### src/rtl/serial_chunk_addsub_if.sv
// Operand/result handshake bundle for serial_chunk_addsub.
// The slave view belongs to the arithmetic block; the master view belongs to whoever drives it.
interface serial_chunk_addsub_if #(
    parameter int WIDTH = 32
);
    logic             in_valid;
    logic             in_ready;
    logic [WIDTH-1:0] a;
    logic [WIDTH-1:0] b;
    logic             cin;
    logic             sub;
    logic             out_valid;
    logic             out_ready;
    logic [WIDTH-1:0] sum;
    logic             cout;
    logic             ovf;

    modport slave (
        input  in_valid, a, b, cin, sub, out_ready,
        output in_ready, out_valid, sum, cout, ovf
    );

    modport master (
        output in_valid, a, b, cin, sub, out_ready,
        input  in_ready, out_valid, sum, cout, ovf
    );
endinterface

### src/rtl/serial_chunk_addsub.sv
// Multi-cycle adder/subtractor: one CHUNK-bit slice per clock, carry kept in a register
// between slices, valid/ready handshake on operands and result.
module serial_chunk_addsub #(
    parameter int WIDTH = 32,
    parameter int CHUNK = 8
) (
    input  logic                  clk,
    input  logic                  reset,
    serial_chunk_addsub_if.slave  bus
);

    localparam int N     = WIDTH / CHUNK;
    localparam int CNT_W = (N > 1) ? $clog2(N) : 1;

    if (CHUNK < 1 || (WIDTH % CHUNK) != 0) begin : g_param_check
        $error("serial_chunk_addsub: WIDTH must be a positive multiple of CHUNK");
    end

    typedef enum logic [1:0] {
        IDLE = 2'd0,
        RUN  = 2'd1,
        DONE = 2'd2
    } state_t;

    state_t             state_q, state_d;
    logic [CNT_W-1:0]   cnt_q, cnt_d;
    logic               carry_q, carry_d;
    logic [WIDTH-1:0]   a_q, a_d;
    logic [WIDTH-1:0]   b_q, b_d;
    logic [WIDTH-1:0]   sum_q, sum_d;
    logic               cout_q, cout_d;
    logic               ovf_q, ovf_d;

    logic [CHUNK-1:0]   slice_a;
    logic [CHUNK-1:0]   slice_b;
    logic [CHUNK-1:0]   slice_s;
    logic               slice_c;
    logic               msb_cin;

    // Slice datapath: pick the slice addressed by the counter and add it with the stored carry.
    always_comb begin
        slice_a = '0;
        slice_b = '0;
        for (int k = 0; k < N; k++) begin
            if (cnt_q == CNT_W'(k)) begin
                slice_a = a_q[k*CHUNK +: CHUNK];
                slice_b = b_q[k*CHUNK +: CHUNK];
            end
        end
        {slice_c, slice_s} = {1'b0, slice_a} + {1'b0, slice_b} + {{CHUNK{1'b0}}, carry_q};
        // Carry into the slice MSB recovered from the MSB sum bit; valid for CHUNK = 1 too.
        msb_cin = slice_a[CHUNK-1] ^ slice_b[CHUNK-1] ^ slice_s[CHUNK-1];
    end

    // NOTE: every variable gets its hold value first so no path through the case infers a latch.
    always_comb begin
        state_d = state_q;
        cnt_d   = cnt_q;
        carry_d = carry_q;
        a_d     = a_q;
        b_d     = b_q;
        sum_d   = sum_q;
        cout_d  = cout_q;
        ovf_d   = ovf_q;

        case (state_q)
            IDLE: begin
                if (bus.in_valid) begin
                    a_d     = bus.a;
                    b_d     = bus.sub ? ~bus.b : bus.b;
                    carry_d = bus.sub | bus.cin;
                    cnt_d   = '0;
                    sum_d   = '0;
                    state_d = RUN;
                end
            end
            RUN: begin
                for (int k = 0; k < N; k++) begin
                    if (cnt_q == CNT_W'(k)) begin
                        sum_d[k*CHUNK +: CHUNK] = slice_s;
                    end
                end
                carry_d = slice_c;
                cnt_d   = cnt_q + CNT_W'(1);
                if (cnt_q == CNT_W'(N - 1)) begin
                    cout_d  = slice_c;
                    ovf_d   = msb_cin ^ slice_c;
                    state_d = DONE;
                end
            end
            DONE: begin
                if (bus.out_ready) begin
                    state_d = IDLE;
                end
            end
            default: state_d = IDLE;
        endcase
    end

    // NOTE: non-blocking assignments so every register samples pre-edge values.
    always_ff @(posedge clk or posedge reset) begin
        if (reset) begin
            state_q <= IDLE;
            cnt_q   <= '0;
            carry_q <= 1'b0;
            a_q     <= '0;
            b_q     <= '0;
            sum_q   <= '0;
            cout_q  <= 1'b0;
            ovf_q   <= 1'b0;
        end else begin
            state_q <= state_d;
            cnt_q   <= cnt_d;
            carry_q <= carry_d;
            a_q     <= a_d;
            b_q     <= b_d;
            sum_q   <= sum_d;
            cout_q  <= cout_d;
            ovf_q   <= ovf_d;
        end
    end

    // Handshake flags decode registered state only.
    assign bus.in_ready  = (state_q == IDLE);
    assign bus.out_valid = (state_q == DONE);
    assign bus.sum       = sum_q;
    assign bus.cout      = cout_q;
    assign bus.ovf       = ovf_q;

endmodule

### src/flat_wrapper.sv
// flat-port wrapper written by rule: the top's interface ports become plain ports
module serial_chunk_addsub_flat 
#(
    parameter int WIDTH = 32,
    parameter int CHUNK = 8
)
  (clk, reset, bus_in_valid, bus_a, bus_b, bus_cin, bus_sub, bus_out_ready, bus_in_ready, bus_out_valid, bus_sum, bus_cout, bus_ovf);
  serial_chunk_addsub_if #(.WIDTH(WIDTH)) bus_i ();
  input  logic clk;
  input  logic reset;
  input wire logic [$bits(bus_i.in_valid)-1:0] bus_in_valid;
  input wire logic [$bits(bus_i.a)-1:0] bus_a;
  input wire logic [$bits(bus_i.b)-1:0] bus_b;
  input wire logic [$bits(bus_i.cin)-1:0] bus_cin;
  input wire logic [$bits(bus_i.sub)-1:0] bus_sub;
  input wire logic [$bits(bus_i.out_ready)-1:0] bus_out_ready;
  output wire logic [$bits(bus_i.in_ready)-1:0] bus_in_ready;
  output wire logic [$bits(bus_i.out_valid)-1:0] bus_out_valid;
  output wire logic [$bits(bus_i.sum)-1:0] bus_sum;
  output wire logic [$bits(bus_i.cout)-1:0] bus_cout;
  output wire logic [$bits(bus_i.ovf)-1:0] bus_ovf;
  assign bus_i.in_valid = bus_in_valid;
  assign bus_i.a = bus_a;
  assign bus_i.b = bus_b;
  assign bus_i.cin = bus_cin;
  assign bus_i.sub = bus_sub;
  assign bus_i.out_ready = bus_out_ready;
  assign bus_in_ready = bus_i.in_ready;
  assign bus_out_valid = bus_i.out_valid;
  assign bus_sum = bus_i.sum;
  assign bus_cout = bus_i.cout;
  assign bus_ovf = bus_i.ovf;
  serial_chunk_addsub #(.WIDTH(WIDTH), .CHUNK(CHUNK)) u_core (.clk(clk), .reset(reset), .bus(bus_i));
endmodule
### config.mk
export PLATFORM = sky130hd
export DESIGN_NAME = serial_chunk_addsub_flat
export DESIGN_NICKNAME = d
export VERILOG_FILES = /design/src/rtl/serial_chunk_addsub_if.sv /design/src/rtl/serial_chunk_addsub.sv /design/src/flat_wrapper.sv
export SDC_FILE = /design/constraint.sdc
export NUM_CORES = 1
export LEC_CHECK = 0
export CAP_MARGIN = 30
export CORE_MARGIN = 5
export CORE_UTILIZATION = 41
export CTS_CLUSTER_DIAMETER = 50
export DETAILED_ROUTE_END_ITERATION = 7
export GPL_ROUTABILITY_DRIVEN = 0
export PLACE_DENSITY = 0.76
export SYNTH_ARGS = -nofsm -noshare
export SYNTH_HDL_FRONTEND = slang
export SYNTH_SLANG_ARGS = --single-unit
### constraint.sdc
create_clock -name clk -period 5.8 [get_ports clk]
set_input_delay 1.16 -clock clk [delete_from_list [all_inputs] [get_ports clk]]
set_output_delay 1.16 -clock clk [all_outputs]
set_load 0.01 [all_outputs]
=== Word level (Yosys, flattened, before mapping) ===
Index checks and enable logic that the tools add are counted.

* $add $sub $neg: 3
* Equality and inequality tests: 11
* Multiplexer cells: 23
* Bitwise gates (word level): 5
* Reductions and logical operators: 11

{| class="wikitable"
|+ Operators with widths
! cell !! number
|-
| two-way mux 8 bit || 12
|-
| two-way mux 32 bit || 2
|-
| one-hot mux 32 bit (2 select lines) || 1
|-
| NOT 32 bit || 1
|-
| AND reduction 3 bit || 5
|-
| adder 8 x 8 -> 9 bit || 1
|-
| adder 9 x 1 -> 9 bit || 1
|-
| two-way mux 2 bit || 4
|-
| inequality test 2 x 1 -> 1 bit (second input constant) || 4
|-
| equality test 2 bit (second input constant) || 3
|-
| one-hot mux 2 bit (3 select lines) || 1
|-
| AND reduction 2 bit || 3
|-
| equality test 2 x 1 -> 1 bit (second input constant) || 2
|-
| zero test 2 bit || 2
|-
| inequality test 2 bit (second input constant) || 2
|-
| one-hot mux 2 bit (2 select lines) || 1
|-
| bitwise XOR 1 bit || 3
|-
| adder 2 x 1 -> 2 bit (second input constant) || 1
|-
| one-hot mux 1 bit (2 select lines) || 1
|-
| nonzero test 2 bit || 1
|-
| two-way mux 1 bit || 1
|-
| OR 1 bit || 1
|}

* Flip-flop bits (word level): 103
* Input bits: 70
* Output and inout bits: 36
* Logic and storage cells: 64

=== Logic depth before layout (Yosys ltp) ===
* Depth in word-level cells: 9
* Depth in mapped cells: 15
* Mapped depth without buffers: 14

=== Worst setup path after synthesis ===
OpenSTA, ideal clock, no wires.

* Kind: register to register
* From: reg u_core.cnt_q[1]
* To: reg u_core.sum_q[14], in the netlist u_core.bus.sum[14]
* Library setup time: 0.121 ns
* Arrival time: 3.119 ns
* Data required time: 5.679 ns
* Path slack: 2.560 ns
* Cell stages (with the launch flop): 15
* Buffers on the path: 2
* Period minus slack after synthesis: 3.240 ns
* Path through: dfrtp_1 > inv_1 > ha_1 > buf_2 > buf_1 > a21oi_1 > o21ai_0 > mux2i_1 > fa_1 > fa_1 > nand2b_1 > a21oi_1 > a31oi_1 > xnor2_1 > a22o_1

* Cells in the longest elaborated chain, start to end: 9
* Elaborated cells on any way between the ends: 18
* Those cells by class: 2 x add/sub; 4 x eq/ne; 10 x mux; 2 x reduce/logical

{| class="wikitable"
|+ Ends and longest elaborated chain
! element !! line !! source
|-
| start: declaration || serial_chunk_addsub.sv:26 || <nowiki>logic [CNT_W-1:0] cnt_q, cnt_d;</nowiki>
|-
| start signal: assignment || serial_chunk_addsub.sv:113 || <nowiki>cnt_q <= cnt_d;</nowiki>
|-
| zero test 2 bit || serial_chunk_addsub.sv:45 || <nowiki>if (cnt_q == CNT_W'(k)) begin</nowiki>
|-
| two-way mux 8 bit (4 in a row) || serial_chunk_addsub.sv:45 ||
|-
| adder 8 x 8 -> 9 bit || serial_chunk_addsub.sv:50 || <nowiki>{slice_c, slice_s} = {1'b0, slice_a} + {1'b0, slice_b} + {{CHUNK{1'b0}}, carry_q};</nowiki>
|-
| adder 9 x 1 -> 9 bit || serial_chunk_addsub.sv:50 ||
|-
| two-way mux 8 bit || serial_chunk_addsub.sv:79 || <nowiki>if (cnt_q == CNT_W'(k)) begin</nowiki>
|-
| one-hot mux 32 bit (2 select lines) || serial_chunk_addsub.sv:66 || <nowiki>case (state_q)</nowiki>
|-
| end signal: assignment || serial_chunk_addsub.sv:117 || <nowiki>sum_q <= sum_d;</nowiki>
|-
| end: declaration || serial_chunk_addsub.sv:30 || <nowiki>logic [WIDTH-1:0] sum_q, sum_d;</nowiki>
|}

Several ways; a longest one is shown, not always the timed one. The select of a mux whose other input is x is not followed.
A chain may end at the register's enable or synchronous reset.

=== Worst setup path in the final report ===
Ends and elaborated chain as after synthesis.

==> impl_results.md <==
* Status: completed
* Ys Warns at 0
* Bufs on Longest Clock Path at 2
* P&R area growth vs syn at 28.55%
* Slew Limit Fails at 0
* GRT Residual Overflow at 0
* Core Area at 11960 sq um
* Worst-path maximum fanout at 19
* Post-synthesis mux area share at 0.08545
* IO Port Bufs at 105
* DP Area at 6077 sq um
* Compound-Gate Fraction of Synth Area at 0.1543
* Cts bufs inserted at 9
* 1st-iter DRT viols at 395
* N_diodes at 0
* Overall global routing resource usage at 0.1707
* RSZ-0062 raised after global routing: false
* CTS resizes at 0
* Worst Tran Pin Value at 1017 ps
* Fin crit period at 4117 ps
* Min-Delay Path Depth at 2
* Hold Path Class: flip-flop to flip-flop
* Syn Inst Count at 486
* Setup crit end kind: flip-flop
* CTS sink count at 103
* First-pass GRT wire length at 19870 um
* Initial Util at 0.4162
* Vias per inst at 5.420
* Post-synthesis adder-cell area fraction at 0.03569
* Setup Crit Path Kind: flip-flop to flip-flop
* Post-CTS setup buffers at 0
* Row count at 40
* Final TNS setup at 0 ps
* DRC at 0
* VDD IR max at 352.1 uV
* Syn nets at 569
* Synth Area in Simple Gates at 0.1101
* Util after Layout at 0.5350
* Max Clock Freq at 242.9 MHz
* Die area at 14450 sq um
* Worst hold slack at 484.2 ps
* Post-route ant nets at 0
* CTS Root Buffer Type: clkbuf_16
* Critical Path Start Type: flip-flop
* Synthesized area at 4979 sq um
* Max-Slew Margin vs Limit at 0.3217
* H-tree depth at 3
* TritonRoute pass-1 iters at 5
* MaxCap Viol Count at 0
* Total power at 4027 uW
* Synthesized area per cell at 10.24 sq um
* Synth unique cells at 36
* Final hold viol count at 0
* Post-CTS Hold Buffers at 0
* Nets@finish at 655
* Sequential area share after synthesis at 0.5177
* Avg WL per Cell at 16.68 um
* Clock Latency Late Sink at 350 ps
* Die width at 120.2 um
* DP Wirelength at 9037 um
* Clock-pin slew on the worst setup and hold paths at 70 ps
* Design Area, Final at 6400 sq um
* Setup violators final at 0
* Largest net degree at the start of global routing at 102
* Synth Area in XOR/XNOR at 0.06333
* CTS tree: built
* PD cells at 629.2 nW/um^2
* Die height at 120.2 um
* Static Leak at 0.002615 uW
* Initial antenna violation count at 0
* Via count at 3924
* Clk_skew at 9.406 ps
* Synth Register Bits at 103
* CP arrival at 4400 ps
* R2R cell count at 14
* CP Data Required Time at 6080 ps
* Main combinational cell family by area after synthesis: compound AO/OA/AOI/OAI gates
* Vias in the first global route at 3953
* Crit share post-route at 0.7099
* I/O pin total at 106
* Layout cell share with drive strength beyond 1 at 0.1057
* Final WL at 12080 um
-- worst max-delay path, cell delays in order, from the launching register on --
cell and delay, ps:
dfrtp_1 400, inv_1 80, ha_1 400, inv_1 440, and3_1 240, a21oi_1 50, o21ai_0 180, mux2i_1 130
fa_1 500, fa_1 420, nand2b_1 170, a21oi_1 340, a31oi_1 160, xnor2_1 330, a22o_1 210
-- registers in the layout (all words and copies together) (netlist names) --
register and count:
u_core.state_q 2, u_core.bus.sum 32, u_core.a_q 32, u_core.bus.cout 1, u_core.cnt_q 2, u_core.bus.ovf 1, u_core.carry_q 1, u_core.b_q 32
-- layer usage --
metal	routed length, um	track usage	vias up
met5	0	0	-
met4	236	0.05512	0
li1	-	-	1840
met3	862	0.03929	25
met2	5892	0.2873	184
met1	5086	0.2183	1875
-- through the flow --
| step | setup WS (ps) | cells |
|---|---|---|
| 2_1_floorplan | 1936 | 486 |
| 3_3_place_gp | 2046 | 706 |
| 3_5_place_dp | 1784 | 706 |
| 4_1_cts | 1732 | 722 |
| 5_1_grt | 1386 | 724 |
| 6_report | 1683 | 724 |
-- path summary, 6_finish.rpt --
check,from,to,slack (ps)
setup / recovery,u_core.cnt_q[1]$_DFFE_PP0P_,u_core.bus.sum[14]$_DFFE_PP0P_,1680
hold / removal,u_core.bus.sum[18]$_DFFE_PP0P_,u_core.bus.sum[18]$_DFFE_PP0P_,480
setup reg to reg,u_core.cnt_q[1]$_DFFE_PP0P_,u_core.bus.sum[14]$_DFFE_PP0P_,1680
hold reg to reg,u_core.bus.sum[18]$_DFFE_PP0P_,u_core.bus.sum[18]$_DFFE_PP0P_,480
max in group asynchronous,reset,u_core.b_q[16]$_DFFE_PP0P_,3440
min in group asynchronous,reset,u_core.bus.sum[6]$_DFFE_PP0P_,1220
-- power breakdown --
group	total (uW)	switching, uW	internal, uW	leakage, uW
Combinational	2200	1210	985	0.00124
Sequential	1260	207	1060	0.00124
Clock	568	271	297	0.000134
Total	4030	1690	2340	0.00262
-- Yosys cell counts --
library cell	n	area share
dfrtp_1	103	0.52
a21oi_1	67	0.067
nand2_1	51	0.038
nor2_1	43	0.032
mux2_2	36	0.081
xnor2_1	35	0.062
o21ai_0	33	0.033
buf_2	16	0.016
clkbuf_1	15	0.011
nand3_1	13	0.013
ha_1	11	0.028
a22o_1	9	0.016
inv_1	6	0.0045
nand2b_1	6	0.0075
a21o_1	4	0.0060
a32o_1	4	0.0080
and2_1	4	0.0050
o21ai_1	4	0.0040
and3_1	2	0.0025
buf_1	2	0.0015
fa_1	2	0.0080
mux2i_1	2	0.0040
nand3b_1	2	0.0030
o211ai_1	2	0.0030
o21a_1	2	0.0030
o21bai_1	2	0.0030
a211oi_1	1	0.0015
a221oi_2	1	0.0030
a31oi_1	1	0.0013
a41oi_2	1	0.0033
and4_1	1	0.0018
nor2b_1	1	0.0013
nor2b_4	1	0.0028
o31a_1	1	0.0018
or3_4	1	0.0023
xor2_1	1	0.0018
-- cells in the final DEF, fill, tap and decap left out, types with 2 or more instances in the layout --
| cell type | count |
|---|---|
| clkdlybuf4s50_1 | 104 |
| dfrtp_1 | 103 |
| a21oi_1 | 67 |
| nand2_1 | 51 |
| nor2_1 | 43 |
| mux2_2 | 36 |
| xnor2_1 | 35 |
| o21ai_0 | 33 |
| nand3_1 | 13 |
| ha_1 | 11 |
| a22o_1 | 9 |
| clkbuf_16 | 9 |
| nand2b_1 | 6 |
| inv_1 | 5 |
| a21o_1 | 4 |
| a32o_1 | 4 |
| o21ai_1 | 4 |
| and2_1 | 3 |
| inv_6 | 3 |
| o21bai_1 | 2 |
| o211ai_1 | 2 |
| o21a_1 | 2 |
| and3_1 | 2 |
| mux2i_1 | 2 |
| nand3b_1 | 2 |
| fa_1 | 2 |
| clkinv_4 | 2 |
-- area by class of cell --
type                    count  area (sq um)
clock inverters             6         51.30
fillers                  1080          5562
clock buffers              10         229.0
repair buffers            108          1096
flip-flops and latches    103          2577
multi-input cells         344          2237
inverters                   6         25.02
well taps                 147         183.9
-- cells by family (layout without fill, tap and decap cells) --
group / count (synthesis) / after routing
DFF: 103 / 103
and+or+nand+nor: 125 / 125
buffers and inverters: 39 / 130
xor gates and xnor gates: 36 / 36
AOI/OAI and AO/OA: 132 / 132
adders and majority gates: 13 / 13
muxes: 38 / 38
No activity file was read; power rests on OpenSTA's default activity.
==> patch 1 (same flow settings) <==
`CHUNK` is set to 8 in 2 places; all go to 32.
--- a/src/rtl/serial_chunk_addsub.sv
+++ b/src/rtl/serial_chunk_addsub.sv
@@ -3,5 +3,5 @@
 module serial_chunk_addsub #(
     parameter int WIDTH = 32,
-    parameter int CHUNK = 8
+    parameter int CHUNK = 32
 ) (
     input  logic                  clk,
--- a/src/flat_wrapper.sv
+++ b/src/flat_wrapper.sv
@@ -3,5 +3,5 @@
 #(
     parameter int WIDTH = 32,
-    parameter int CHUNK = 8
+    parameter int CHUNK = 32
 )
   (clk, reset, bus_in_valid, bus_a, bus_b, bus_cin, bus_sub, bus_out_ready, bus_in_ready, bus_out_valid, bus_sum, bus_cout, bus_ovf);
Formal check against the unedited RTL: not equivalent (Yosys sat finds a counterexample within 4 cycles, from zero or initial values and one cycle with reset high).
==> patch 1 against the unedited design <==
  * Sequential cell count is 1 lower
  * Area after synthesis is 25% higher
  * Power is 27% higher
  * Non-clock buffer count is 3 higher
  * Largest power group unchanged
  * Critical endpoint is now u_core.bus.sum[30]
  * Design area is 21% higher
  * Sequential share of layout area is 7.3 points lower
  * Combinational power is 43% higher
  * First-iteration DRC count is 11% lower
  * Fmax is 25% higher
  * Worst setup slack better by 0.83 ns
  * Global-route usage is 0.36 points lower
  * Synthesized cell count is 37% higher
  * Wire length is 20% higher
  * Clock skew is 0.0026 ns lower
==> patch 1: results (changes against the unedited design) <==
| Metric | Value |
|---|---|
| Pin count of the biggest net entering global routing | 67 (-34%) |
| Post-synthesis cell type count | 53 (+47%) |
| Met3 layer wire length in the routed design | 718 µm (-17%) |
| Via count | 5023 (+28%) |
| Met1 wire length | 6440 µm (+27%) |
| Internal power summed over all cells | 2.89 mW (+24%) |
| Area share of xor/xnor cells in the synthesized design | 7.63% (+1.3 points) |
| Worst Hold Margin | 0.487 ns (+0.00281 ns) |
| Flop-to-flop setup slack | 2.51 ns (+0.83 ns) |
| Number of cells after detailed placement | 926 (+31%) |
| Number of design-rule violations left by the first detailed-router iteration | 350 (-11%) |
| Met2 usage in global routing | 28.0% (-0.74 points) |
| Worst path slowest cell | sky130_fd_sc_hd__dfrtp_2 |
| Sequential cell fraction of total power | 24.3% (-7.1 points) |
| Run status | finished, final reports clean |
| Met3 Usage GRT | 3.76% (-0.16 points) |
| Post-synthesis net count | 771 (+36%) |
| Met1 capacity usage during global routing | 21.2% (-0.58 points) |
| Delay contributed by the slowest stage of the critical path | 0.73 ns (+0.23 ns) |
| Post-DP Area | 0.00737 mm² (+21%) |
| First-pass GRT wire length | 24300 µm (+22%) |
| PwrDens | 658 mW/mm² (+4.6%) |
| Worst-case clock skew | 0.00683 ns (-0.00258 ns) |
| Slew Limit Headroom | 45.1% (+13 points) |
| Post-layout minimum cycle time | 3.29 ns (-0.829 ns) |
| Startpoint of the worst-slack reg-to-reg timing path | u_core.cnt_q |
| HPWL after DPL | 10900 µm (+20%) |
| Routed length on met2 | 7020 µm (+19%) |
| Ratio of routed vias to standard cells | 5.33 (-1.7%) |
| NumNets Final | 853 (+30%) |
| Largest cells by area after synthesis | sky130_fd_sc_hd__dfrtp_1, sky130_fd_sc_hd__nor2b_1, sky130_fd_sc_hd__ha_1 |
| Post-synthesis sequential area ratio | 41.2% (-11 points) |
| Fraction of layout instances using a drive strength above 1 | 9.40% (-1.2 points) |
| Endpoint arrival time on the critical path | 3.52 ns (-0.88 ns) |
| Number of instances in the synthesized netlist | 668 (+37%) |
| Portion of netlist area occupied by mux cells | 6.13% (-2.4 points) |
| Adder and majority gate portion of the synthesized area | 6.90% (+3.3 points) |
| Per-cell routed wire length | 15.4 µm (-7.7%) |
| Global-route usage over all layers | 16.7% (-0.36 points) |
| Top cell types by occurrence after synthesis | sky130_fd_sc_hd__dfrtp_1, sky130_fd_sc_hd__a21oi_1, sky130_fd_sc_hd__nor2b_1 |
==> patch 1: cell count changes after synthesis, moves of 8 or more <==
cell / before / now
sky130_fd_sc_hd__nand4_1: 0 / 12
sky130_fd_sc_hd__o21ai_0: 33 / 41
sky130_fd_sc_hd__nor2b_1: 1 / 63
sky130_fd_sc_hd__clkbuf_1: 15 / 31
sky130_fd_sc_hd__nor2_1: 43 / 51
sky130_fd_sc_hd__a21o_1: 4 / 12
sky130_fd_sc_hd__a22o_1: 9 / 0
sky130_fd_sc_hd__xor2_1: 1 / 13
sky130_fd_sc_hd__buf_2: 16 / 4
sky130_fd_sc_hd__ha_1: 11 / 31
==> patch 1: area by class of cell <==
type | instances | area, µm²
Timing Repair Buffer | 111 | 1100
Sequential cell | 102 | 2550
Inverter | 12 | 47.5
Clock inverter | 6 | 134
Fill cell | 1360 | 7280
Tap cell | 188 | 235
Multi-Input combinational cell | 514 | 3450
Clock buffer | 10 | 229
==> patch 2 (same settings) <==
Made on the original files. Re-encode `state_t` (3 states) as one-hot, 3 bits wide.
--- a/src/rtl/serial_chunk_addsub.sv
+++ b/src/rtl/serial_chunk_addsub.sv
@@ -17,8 +17,8 @@
     end
 
-    typedef enum logic [1:0] {
-        IDLE = 2'd0,
-        RUN  = 2'd1,
-        DONE = 2'd2
+    typedef enum logic [2:0] {
+        IDLE = 3'b001,
+        RUN  = 3'b010,
+        DONE = 3'b100
     } state_t;
 
Behaviour: same outputs for any inputs over 4 cycles, from zero or initial values and one cycle with reset high; so few cycles prove little.
==> patch 2 against the unedited design <==
  * Fmax up 8.4%
  * Synthesized cell count up 15%
  * Worst setup slack better by 0.32 ns
  * Via count up 3.0%
  * Power down 9.0%
  * Sequential cell count up 1
  * Combinational power down 21%
  * Wire length up 1.1%
  * Clock skew down 0.0053 ns
  * Worst hold slack worse by 0.0011 ns
  * Global-route usage up 0.086 points
  * Area after synthesis up 2.2%
  * Design area up 2.5%
==> patch 2: results (changes against the unedited design) <==
| Metric | Value |
|---|---|
| Place WS | 2.06 ns (+0.276 ns) |
| Number of buffers between clock root and the deepest sink | 2 (unchanged) |
| CTS H-tree lvls | 3 (unchanged) |
| Clock network latency to the later pin of the worst-skew pair | 0.35 ns (about the same) |
| Portion of netlist area occupied by mux cells | 1.28% (-7.3 points) |
| Run status | finished, final reports clean |
| Worst-case clock skew | 0.00414 ns (-0.00527 ns) |
| Worst-path fanout max | 33 (+14) |
| Area leader, netlist | sky130_fd_sc_hd__dfrtp_1 |
| Slew Limit Headroom | 33.4% (+1.2 points) |
| Post-synthesis compound-gate area fraction | 14.9% (-0.49 points) |
| Number of inserted diodes | 0 (unchanged) |
| First-pass GRT wire length | 20300 µm (+2.0%) |
| Number of buffer cells added on primary ports | 105 (unchanged) |
| Post-synthesis net count | 643 (+13%) |
| Per-cell routed wire length | 14.9 µm (-10%) |
| CTS root buffer | sky130_fd_sc_hd__clkbuf_16 |
| Final-layout fill cell count | 1071 (-0.83%) |
| Endpoint arrival time on the critical path | 4.08 ns (-0.32 ns) |
| Largest cells by area after synthesis | sky130_fd_sc_hd__dfrtp_1, sky130_fd_sc_hd__nand2_1, sky130_fd_sc_hd__o21ai_0 |
| Number of cells upsized or downsized after cts | 0 (unchanged) |
| Number of buffers created by CTS | 9 (unchanged) |
| Pin count of the biggest net entering global routing | 60 (-41%) |
| Leakage power total | 2.87 nW (+9.8%) |
| Crit Path Class | reg2reg |
| Post-CTS Setup Bufs | 0 (unchanged) |
| Final hold viol count | 0 (unchanged) |
| Clk pin slew, worst setup/hold paths | 0.07 ns (about the same) |
| Via count | 4042 (+3.0%) |
| Adder and majority gate portion of the synthesized area | 3.49% (-0.078 points) |
| Post-synthesis cell type count | 41 (+14%) |
| Internal power summed over all cells | 2.20 mW (-5.8%) |
| Top cell types by occurrence after synthesis | sky130_fd_sc_hd__nand2_1, sky130_fd_sc_hd__dfrtp_1, sky130_fd_sc_hd__o21ai_0 |
| Number of antenna violations at the first check in global routing | 0 (unchanged) |
| Fraction of layout instances using a drive strength above 1 | 5.70% (-4.9 points) |
| Area share of xor/xnor cells in the synthesized design | 6.19% (-0.14 points) |
| Number of iterations in the first detailed-routing pass | 5 (unchanged) |
| Tightest Hold Check Type | reg2reg |
| Number of design-rule violations left by the first detailed-router iteration | 442 (+12%) |
| Number of warnings printed during yosys synthesis | 0 (unchanged) |
| Synth async-reset ratio | 100% (unchanged) |
| Post-synthesis sequential area ratio | 51.2% (-0.62 points) |
| Max VDD drop | 264 µV (-25%) |
| HPWL after DPL | 9260 µm (+2.4%) |
| Global-route usage over all layers | 17.2% (+0.086 points) |
| NumNets Final | 727 (+11%) |
patch 2: cell count changes after synthesis, sizes merged, moves of 3 or more:
cell    delta
nor2      -31
nand3b    +13
clkbuf     +8
nand3     -11
a21oi     -30
nand2    +130
buf        -5
nor3b      +3
mux2      -32
o21ai     +33
patch 2: worst max-delay path, cell delays in order (launching register included):
cell and delay (ns):
sky130_fd_sc_hd__dfrtp_1 0.40, sky130_fd_sc_hd__inv_1 0.11, sky130_fd_sc_hd__ha_1 0.74, sky130_fd_sc_hd__a21oi_1 0.15, sky130_fd_sc_hd__o21ai_0 0.21, sky130_fd_sc_hd__mux2i_1 0.14
sky130_fd_sc_hd__fa_1 0.46, sky130_fd_sc_hd__fa_1 0.42, sky130_fd_sc_hd__nand2b_1 0.18, sky130_fd_sc_hd__a21oi_1 0.28, sky130_fd_sc_hd__a31oi_1 0.15, sky130_fd_sc_hd__xnor2_1 0.30
sky130_fd_sc_hd__a22o_1 0.19
patch 2: power groups by stage:
stage	logic (mW)	registers, mW	clock network (mW)
2_1_floorplan	1.19	1.24	0
3_3_place_gp	1.66	1.27	0
3_5_place_dp	1.73	1.28	0
4_1_cts	1.74	1.27	0.654
5_1_grt	1.97	1.30	0.683
6_report	1.74	1.27	0.649
patch 2: worst paths after layout:
kind | startpoint | to | slack [ns] | cells past startpoint
setup reg to reg | u_core.cnt_q[1] | u_core.bus.sum[14] | 2.00 | 12
max in group asynchronous | reset | u_core.b_q[12] | 3.47 | 3
hold reg to reg | u_core.b_q[1] | u_core.b_q[1] | 0.48 | 2
hold / removal | u_core.b_q[1] | u_core.b_q[1] | 0.48 | 2
min in group asynchronous | reset | u_core.bus.sum[27] | 1.26 | 2
setup / recovery | u_core.cnt_q[1] | u_core.bus.sum[14] | 2.00 | 12
patch 2: stage by stage:
step	util, %	std cells	hold slack [ns]	cell area [µm²]	total power [mW]
after CTS	54.0	816	0.486	6540	3.67
after floorplan	-	560	0.445	5090	2.43
after global placement	51.4	800	0.464	6220	2.93
after global routing	54.1	817	0.514	6560	3.96
final	54.1	817	0.483	6560	3.66
after detailed placement	51.4	800	0.471	6220	3.01
patch 2: area by class of cell:
cell class / count / area [µm²] / area share (%)
flip-flops and latches: 104 / 2600 / 39.7
inverters: 4 / 17.5 / 0.267
multi-input cells: 416 / 2320 / 35.4
clock inverters: 5 / 80.1 / 1.22
well taps: 168 / 210 / 3.21
repair buffers: 109 / 1080 / 16.5
clock buffers: 11 / 243 / 3.70
patch 2: routing by layer:
metal,global-route usage (%),part of all wire (%),vias to the layer above
met3,4.29,5.9,12
met4,3.92,1.0,0
met1,22.6,45,1896
met2,28.6,48,108
li1,-,-,2026
met5,0,0,-
